**config.mk**
```make
export PLATFORM = sky130hd
export DESIGN_NAME = cm0_dbgslv_arbiter_flat
export DESIGN_NICKNAME = d
export VERILOG_FILES = /design/src/rtl/cm0_dbgslv_arbiter_if.sv /design/src/rtl/cm0_dbgslv_arbiter.sv /design/src/flat_wrapper.sv
export SDC_FILE = /design/constraint.sdc
export NUM_CORES = 1
export LEC_CHECK = 0
export CAP_MARGIN = 30
export CORE_MARGIN = 2
export CORE_UTILIZATION = 39
export CTS_CLUSTER_DIAMETER = 200
export CTS_CLUSTER_SIZE = 30
export DETAILED_ROUTE_END_ITERATION = 16
export PLACE_DENSITY = 0.78
export SETUP_SLACK_MARGIN = 0.4
export SYNTH_ARGS = -nofsm -noshare
export SYNTH_HDL_FRONTEND = slang
export SYNTH_SLANG_ARGS = --single-unit
```
**constraint.sdc**
```tcl
create_clock -name clk -period 2.65 [get_ports clk]
set_input_delay 0.6625 -clock clk [delete_from_list [all_inputs] [get_ports clk]]
set_output_delay 0.6625 -clock clk [all_outputs]
set_load 0.03 [all_outputs]
```
**src/rtl/cm0_dbgslv_arbiter_if.sv**
```systemverilog
// cm0_dbgslv_arbiter_if: pipelined debug slave bus, one instance per master or core port
//   master modport: drives trans/size/write/addr/wdata, receives rdata/ready/resp
//   slave modport : the opposite direction
interface cm0_dbgslv_arbiter_if;
  logic [1:0]  trans;
  logic [1:0]  size;
  logic        write;
  logic [31:0] addr;
  logic [31:0] wdata;
  logic [31:0] rdata;
  logic        ready;
  logic        resp;
  modport master (output trans, size, write, addr, wdata, input rdata, ready, resp);
  modport slave  (input trans, size, write, addr, wdata, output rdata, ready, resp);
endinterface

```
**src/rtl/cm0_dbgslv_arbiter.sv**
```systemverilog
// cm0_dbgslv_arbiter: shares the core debug slave port between two debug masters
//   clk   : debug clock
//   rst_n : asynchronous active-low debug reset
//   m0/m1 : debug master ports (slave modport), each with a one-entry address hold register
//   s     : core slave port (master modport)
//   ARB_RR: 1 = round-robin between contenders, 0 = m0 always wins a contest
module cm0_dbgslv_arbiter #(
  parameter bit ARB_RR = 1'b1
) (
  input logic                  clk,
  input logic                  rst_n,
  cm0_dbgslv_arbiter_if.slave  m0,
  cm0_dbgslv_arbiter_if.slave  m1,
  cm0_dbgslv_arbiter_if.master s
);
  logic [1:0][1:0]  m_trans, m_size, h_trans, h_size, c_trans, c_size;
  logic [1:0][31:0] m_addr, m_wdata, h_addr, c_addr;
  logic [1:0]       m_write, h_write, c_write, m_ready, hold_vld, live, cand, taken;
  logic             lock, lock_id, rr_last, own_vld, own_id, gnt, any, accept;
  assign m_trans = {m1.trans, m0.trans};
  assign m_size  = {m1.size, m0.size};
  assign m_write = {m1.write, m0.write};
  assign m_addr  = {m1.addr, m0.addr};
  assign m_wdata = {m1.wdata, m0.wdata};
  // a master stalls while its transfer waits in the hold register or owns a stalled data phase
  assign m_ready[0] = (own_vld && !own_id) ? s.ready : !hold_vld[0];
  assign m_ready[1] = (own_vld && own_id) ? s.ready : !hold_vld[1];
  assign live = {m_trans[1][1] & m_ready[1], m_trans[0][1] & m_ready[0]};
  assign cand = hold_vld | live;
  always_comb
    for (int i = 0; i < 2; i++) begin
      c_trans[i] = hold_vld[i] ? h_trans[i] : m_trans[i];
      c_size[i]  = hold_vld[i] ? h_size[i]  : m_size[i];
      c_write[i] = hold_vld[i] ? h_write[i] : m_write[i];
      c_addr[i]  = hold_vld[i] ? h_addr[i]  : m_addr[i];
    end
  // a stalled address phase keeps its grant; its candidate is always the hold register
  assign gnt = lock ? lock_id :
               (cand == 2'b10) ? 1'b1 :
               (cand == 2'b11) ? (ARB_RR ? !rr_last : 1'b0) : 1'b0;
  assign any    = |cand;
  assign accept = any & s.ready;
  assign taken  = {accept & gnt, accept & !gnt};
  assign s.trans = any ? c_trans[gnt] : 2'b00;
  assign s.size  = any ? c_size[gnt]  : 2'b00;
  assign s.write = any ? c_write[gnt] : 1'b0;
  assign s.addr  = any ? c_addr[gnt]  : 32'h0;
  assign s.wdata = own_vld ? m_wdata[own_id] : 32'h0;
  assign m0.ready = m_ready[0];
  assign m1.ready = m_ready[1];
  assign m0.rdata = (own_vld && !own_id) ? s.rdata : 32'h0;
  assign m1.rdata = (own_vld && own_id) ? s.rdata : 32'h0;
  assign m0.resp  = own_vld && !own_id && s.resp;
  assign m1.resp  = own_vld && own_id && s.resp;
  always_ff @(posedge clk or negedge rst_n)
    if (!rst_n) begin
      hold_vld <= '0;
      h_trans  <= '0;
      h_size   <= '0;
      h_write  <= '0;
      h_addr   <= '0;
      lock     <= 1'b0;
      lock_id  <= 1'b0;
      rr_last  <= 1'b1;
      own_vld  <= 1'b0;
      own_id   <= 1'b0;
    end else begin
      for (int i = 0; i < 2; i++)
        if (live[i] && !taken[i]) begin
          hold_vld[i] <= 1'b1;
          h_trans[i]  <= m_trans[i];
          h_size[i]   <= m_size[i];
          h_write[i]  <= m_write[i];
          h_addr[i]   <= m_addr[i];
        end else if (taken[i]) hold_vld[i] <= 1'b0;
      lock    <= any & !s.ready;
      lock_id <= gnt;
      if (accept) rr_last <= gnt;
      if (s.ready) begin
        own_vld <= accept;
        own_id  <= gnt;
      end
    end
endmodule

```
**src/flat_wrapper.sv**
```systemverilog
// flat-port wrapper written by rule: the top's interface ports become plain ports
module cm0_dbgslv_arbiter_flat 
#(
  parameter bit ARB_RR = 1'b1
)
  (clk, rst_n, m0_trans, m0_size, m0_write, m0_addr, m0_wdata, m0_rdata, m0_ready, m0_resp, m1_trans, m1_size, m1_write, m1_addr, m1_wdata, m1_rdata, m1_ready, m1_resp, s_trans, s_size, s_write, s_addr, s_wdata, s_rdata, s_ready, s_resp);
  cm0_dbgslv_arbiter_if m0_i ();
  cm0_dbgslv_arbiter_if m1_i ();
  cm0_dbgslv_arbiter_if s_i ();
  input logic clk;
  input logic rst_n;
  input wire logic [$bits(m0_i.trans)-1:0] m0_trans;
  input wire logic [$bits(m0_i.size)-1:0] m0_size;
  input wire logic [$bits(m0_i.write)-1:0] m0_write;
  input wire logic [$bits(m0_i.addr)-1:0] m0_addr;
  input wire logic [$bits(m0_i.wdata)-1:0] m0_wdata;
  output wire logic [$bits(m0_i.rdata)-1:0] m0_rdata;
  output wire logic [$bits(m0_i.ready)-1:0] m0_ready;
  output wire logic [$bits(m0_i.resp)-1:0] m0_resp;
  input wire logic [$bits(m1_i.trans)-1:0] m1_trans;
  input wire logic [$bits(m1_i.size)-1:0] m1_size;
  input wire logic [$bits(m1_i.write)-1:0] m1_write;
  input wire logic [$bits(m1_i.addr)-1:0] m1_addr;
  input wire logic [$bits(m1_i.wdata)-1:0] m1_wdata;
  output wire logic [$bits(m1_i.rdata)-1:0] m1_rdata;
  output wire logic [$bits(m1_i.ready)-1:0] m1_ready;
  output wire logic [$bits(m1_i.resp)-1:0] m1_resp;
  output wire logic [$bits(s_i.trans)-1:0] s_trans;
  output wire logic [$bits(s_i.size)-1:0] s_size;
  output wire logic [$bits(s_i.write)-1:0] s_write;
  output wire logic [$bits(s_i.addr)-1:0] s_addr;
  output wire logic [$bits(s_i.wdata)-1:0] s_wdata;
  input wire logic [$bits(s_i.rdata)-1:0] s_rdata;
  input wire logic [$bits(s_i.ready)-1:0] s_ready;
  input wire logic [$bits(s_i.resp)-1:0] s_resp;
  assign m0_i.trans = m0_trans;
  assign m0_i.size = m0_size;
  assign m0_i.write = m0_write;
  assign m0_i.addr = m0_addr;
  assign m0_i.wdata = m0_wdata;
  assign m0_rdata = m0_i.rdata;
  assign m0_ready = m0_i.ready;
  assign m0_resp = m0_i.resp;
  assign m1_i.trans = m1_trans;
  assign m1_i.size = m1_size;
  assign m1_i.write = m1_write;
  assign m1_i.addr = m1_addr;
  assign m1_i.wdata = m1_wdata;
  assign m1_rdata = m1_i.rdata;
  assign m1_ready = m1_i.ready;
  assign m1_resp = m1_i.resp;
  assign s_trans = s_i.trans;
  assign s_size = s_i.size;
  assign s_write = s_i.write;
  assign s_addr = s_i.addr;
  assign s_wdata = s_i.wdata;
  assign s_i.rdata = s_rdata;
  assign s_i.ready = s_ready;
  assign s_i.resp = s_resp;
  cm0_dbgslv_arbiter #(.ARB_RR(ARB_RR)) u_core (.clk(clk), .rst_n(rst_n), .m0(m0_i), .m1(m1_i), .s(s_i));
endmodule
```
# Word level (Yosys, flattened, before mapping)

Index checks and enable logic that the tools add are counted.

Register bits: 81
Bits in latches: 0
Memory bits (writable): 0
Bits in read-only memories: 0
Input bits: 174
Output and inout port bits: 137
Word-level logic and storage cells: 77
Memories: 0

Add/sub/neg operators: 0
Multipliers: 0
Div/mod/pow operators: 0
Magnitude comparators: 2
Equal/unequal tests: 2
Shifts and indexed selects: 0
Multiplexer cells: 34
Bitwise operators: 7
Reductions and logical operators: 17

Operator list:

| operator             | number |
|---|---|
| $mux W32             | 10 |
| $mux W2              | 10 |
| $mux W1              | 14 |
| $logic_not A1 Y1     | 8 |
| $and A1 B1 Y1        | 6 |
| $logic_and A1 B1 Y1  | 6 |
| $eq A2 B2 Y1 const B | 2 |
| $lt A1 B2 Y1 const B | 2 |
| $reduce_bool A2 Y1   | 2 |
| $or A2 B2 Y2         | 1 |
| $reduce_or A2 Y1     | 1 |

# Depth between registers and ports, before layout

Depth in word-level cells: 14
Gate-level depth with buffers: 8
Gate-level depth less buffers: 5

# Least setup slack after synthesis

Ideal clock, no wire load.

Path type: input to output
Start: input port s_ready
End: output port s_trans[0]
Data arrival time: 2.492 ns
Data required time: 1.987 ns
Slack: -0.504 ns
Stages on the path: 7
Path buffers: 2
Cells stage by stage: nand3b_1 -> a21oi_1 -> o31a_1 -> buf_2 -> buf_2 -> a211oi_1 -> a211oi_1

Cells in the longest elaborated chain, start to end: 10
Elaborated cells on any way between the ends: 14
Those cells by class: eq/ne (2); mux (8); bitwise (3); reduce/logical (1)

RTL lines:

| element                                     | line                                               | RTL |
|---|---|---|
| start: declaration                          | flat_wrapper.sv:34                                 | `input wire logic [$bits(s_i.ready)-1:0] s_ready;` |
| $mux W1 (on tied branches)                  | cm0_dbgslv_arbiter.sv:26, cm0_dbgslv_arbiter.sv:27 |  |
| $and A1 B1 Y1                               | cm0_dbgslv_arbiter.sv:28                           | `assign live = {m_trans[1][1] & m_ready[1], m_trans[0][1] & m_ready[0]};` |
| $or A2 B2 Y2 *                              | cm0_dbgslv_arbiter.sv:29                           | `assign cand = hold_vld \| live;` |
| $eq A2 B2 Y1                                | cm0_dbgslv_arbiter.sv:40                           | `(cand == 2'b11) ? (ARB_RR ? !rr_last : 1'b0) : 1'b0;` |
| $mux W1                                     | cm0_dbgslv_arbiter.sv:40                           |  |
| $mux W1                                     | cm0_dbgslv_arbiter.sv:39                           | `(cand == 2'b10) ? 1'b1 :` |
| $mux W1                                     | cm0_dbgslv_arbiter.sv:38                           | `assign gnt = lock ? lock_id :` |
| $mux W2 (not written as such) (2 in series) | cm0_dbgslv_arbiter.sv:44                           | `assign s.trans = any ? c_trans[gnt] : 2'b00;` |
| $mux W2 *                                   | cm0_dbgslv_arbiter.sv:44                           |  |
| end: declaration                            | flat_wrapper.sv:28                                 | `output wire logic [$bits(s_i.trans)-1:0] s_trans;` |

Every way passes the cells marked *; elsewhere a longest branch is shown, timed or not. The select of a mux whose other input is x is not followed.

# Worst setup path in the final report

Start: register u_core.own_id
End: output port s_addr[8]

Cells in the longest elaborated chain, start to end: 12
Elaborated cells on any way between the ends: 17
Those cells by class: eq/ne (2); mux (8); bitwise (3); reduce/logical (4)

RTL lines:

| element                                      | line                     | RTL |
|---|---|---|
| start: declaration                           | cm0_dbgslv_arbiter.sv:19 | `logic lock, lock_id, rr_last, own_vld, own_id, gnt, any, accept;` |
| start signal: assignment                     | cm0_dbgslv_arbiter.sv:81 | `own_id <= gnt;` |
| $logic_not A1 Y1                             | cm0_dbgslv_arbiter.sv:26 | `assign m_ready[0] = (own_vld && !own_id) ? s.ready : !hold_vld[0];` |
| $logic_and A1 B1 Y1                          | cm0_dbgslv_arbiter.sv:26 |  |
| $mux W1                                      | cm0_dbgslv_arbiter.sv:26 |  |
| $and A1 B1 Y1                                | cm0_dbgslv_arbiter.sv:28 |  |
| $or A2 B2 Y2 *                               | cm0_dbgslv_arbiter.sv:29 |  |
| $eq A2 B2 Y1                                 | cm0_dbgslv_arbiter.sv:40 |  |
| $mux W1                                      | cm0_dbgslv_arbiter.sv:40 |  |
| $mux W1                                      | cm0_dbgslv_arbiter.sv:39 |  |
| $mux W1                                      | cm0_dbgslv_arbiter.sv:38 |  |
| $mux W32 (not written as such) (2 in series) | cm0_dbgslv_arbiter.sv:47 | `assign s.addr = any ? c_addr[gnt] : 32'h0;` |
| $mux W32 *                                   | cm0_dbgslv_arbiter.sv:47 |  |
| end: declaration                             | flat_wrapper.sv:31       | `output wire logic [$bits(s_i.addr)-1:0] s_addr;` |

Marks and branches as above.

==> qor.yml <==
status:
  status: "finished, violations left"
  violations: "setup timing"
synth:
  synth_edf_count: 0
  synth_fp_nets: 694
  avgSynthCellArea_um2: 10.4
  async_flop_share_pct: 100
  synth.area.top_cells: "dfrtp_1 (37%), mux2i_1 (13%), a211oi_1 (10%)"
  synth_seq_cells: 81
  synth_top_area_share_pct: 36.9
  ys.flop_type: "dfrtp_1"
  synth_area_um2: 5430
  yosysUniqueCellTypes: 32
  yosysWarnings: 0
  synth_common_cells: "dfrtp_1 (80), a211oi_1 (74), nor2b_1 (71), mux2i_1 (69), mux2_1 (38)"
  synth_top_area_cell: "dfrtp_1"
  yosysMostFrequentCell: "dfrtp_1"
  syn_inst: 520
  ys_seq_area_share_pct: 37.4
detailed_routing:
  drtPass1Iterations: 5
  route.detailed.drc: 0
  ant_nets: 0
  dr.first_iter.drc_count: 431
  vias: 6576
  drt-total-wl_mm: 32.6
  avgRoutedWirePerCell_um: 28.6
  vias_per_cell: 5.78
sta:
  report.final.setup_viol: 102
  fmax_ghz: 0.307
  fin_skew_ns: 0.0107
  fin_crit_sh_pct: 123
  hold_viol_final: 0
  slew_headroom_pct: 62.5
  period_minus_slack_ns: 3.26
  rsz0062_at_grt: "true"
  whs_ns: 0.298
  finalMaxSlewViolations: 0
  fin_ws_ns: -0.610
  max_slew.worst_pin.slew_ns: 0.563
floorplanning:
  dieArea_um2: 14900
  die-width_um: 122
  core-area_um2: 13700
  start_util_pct: 39.6
  dieHeight_um: 122
  rows: 43
  ios: 311
power_and_ir_drop:
  seqPwrFrac_pct: 13.4
  p_clk_share_pct: 7.6
  p_int_w: 0.00988
  p_comb_share_pct: 79.0
  leakage_nw: 5.60
  power.switching_w: 0.00781
  vdd_drop_max_mv: 1.21
  swShare_pct: 44.1
  power_density_nw_per_um2: 1430
critical_path:
  cp-end-kind: "output pin"
  worst-path-buf-inv: 5
  slowest_stage: "dfrtp_2"
  crit_family: "compound AO/OA/AOI/OAI gates"
  cp.required_ns: 1.99
  path_cells: "buf_4 > nand3b_1 > a21oi_2 > o31a_4 > buf_12 > buf_16 > a211oi_4 > buf_4 > a211oi_4 > buf_6"
  path_class: "reg2out"
  critPathLaunchType: "flip-flop"
  cp_max_fo: 6
  slowest_delay_ns: 0.41
  worstPathArrival_ns: 2.60
global_route:
  grt_usage_pct: 37.8
  antenna_found_initial: 9
  grt_first_pass_wirelength_mm: 41.5
  grt_max_degree: 75
  grt_overflow: 0
  grt_pass1_vias: 6770
place:
  globalplace.congestion: 0.879
  place_ws_ns: -0.795
  io_buffers: 310
  dp.final_hpwl_mm: 17.1
clock_tree:
  ctsHoldBuffers: 0
  cts_buffer_depth: 2
  clkSinkCount: 81
  cts_buffers: 9
  htree_levels: 3
  insertion_delay_ns: 0.35
  cts_root_buf: "clkbuf_16"
  clkSlewWorstSetupHoldPaths_ns: 0.06
  cts_tree: "done"
layout:
  drive_gt1_share_pct: 56.4
  utilization_pct: 90.3
  num-nets-final: 1116
  areaGrowthSynthToFinish_pct: 128
run:
  maxCapViolations: 0
worst_hold_path:
  hp-class: "in2async"
==> cell usage in the layout, fill, tap and decap left out, types with 14 or more instances in the layout <==
| master | count |
|---|---|
| and3_4 | 21 |
| buf_6 | 135 |
| clkdlybuf4s50_1 | 164 |
| buf_4 | 85 |
| nor2b_4 | 14 |
| a211oi_4 | 42 |
| nor2b_1 | 56 |
| mux2_4 | 39 |
| mux2_2 | 26 |
| buf_12 | 34 |
| dfrtp_1 | 76 |
| buf_16 | 23 |
| a211oi_2 | 32 |
| mux2i_1 | 69 |
| and2_4 | 33 |
==> power by group through the flow <==
stage | clock, W | sequential, W | combinational (W)
floorplan | 0 | 0.00211 | 0.00637
detailed placement | 0 | 0.00223 | 0.00962
CTS | 0.00132 | 0.00229 | 0.0130
global placement | 0 | 0.00218 | 0.00946
global route | 0.00140 | 0.00242 | 0.0144
finish | 0.00134 | 0.00237 | 0.0140
==> layout make-up <==
cell class                 count  area (um2)
sequential                    81        2030
antenna                       10        25.0
fill                         517        1330
multi-input combinational    387        4360
timing repair buffer         461        5420
clock buffer                  11         253
tap                          180         225
clock inverter                 5        62.6
inverter                       2        7.51
==> repair_timing <==
item | in CTS | in global routing
gates cloned | 24 | 4
setup endpoints to repair | 211 | 210
buffers inserted | 39 | 5
pin swaps | 59 | 10
resized for setup | 338 | 44
==> cells by family after synthesis <==
logic type	Yosys count	synth area share, %
flops	81	37.4
mux	141	27.7
simple gates	158	18.0
buf+inv	52	4.61
compound gates	88	12.4
==> metal layers <==
layer  routed length [um]  GRT usage, %  vias up
met5                    0             0        -
met4                 2810          25.3        0
met3                 2880          9.08      167
met2                16100          66.6      412
met1                10700          39.8     3280
li1                     -             -     2717
==> worst paths after layout <==
kind | depth (start not counted) | from | end | slack, ns
min in group clk | 1 | u_core.h_addr[7] | u_core.h_addr[7] | 0.51
worst max-delay path | 10 | u_core.own_id | s_addr[8] | -0.61
worst min-delay path | 1 | rst_n | u_core.h_addr[13] | 0.30
worst max register to register | 11 | u_core.own_id | u_core.h_addr[20] | -0.03
worst min register to register | 1 | u_core.h_addr[7] | u_core.h_addr[7] | 0.51
max in group asynchronous | 2 | rst_n | u_core.h_addr[48] | 1.69
==> metrics by stage <==
stage	setup TNS (ns)	power [W]	std cells	cell area, um2
global route	-28.84	0.0182	1134	12400
floorplan	-0.814	0.00848	520	6010
finish	-25.84	0.0177	1137	12400
detailed placement	-62.68	0.0119	1039	9450
global placement	-55.05	0.0116	1039	9450
CTS	-15.49	0.0166	1118	12100
==> sequential cells by signal (all words and copies together) (netlist names) <==
signal / cells
u_core.lock_id: 1
u_core.rr_last: 1
u_core.own_id: 1
u_core.h_addr: 64
u_core.h_write: 2
u_core.h_size: 4
u_core.h_trans: 4
u_core.hold_vld: 2
u_core.own_vld: 1
u_core.lock: 1
Power figures use the tool's default switching activity.
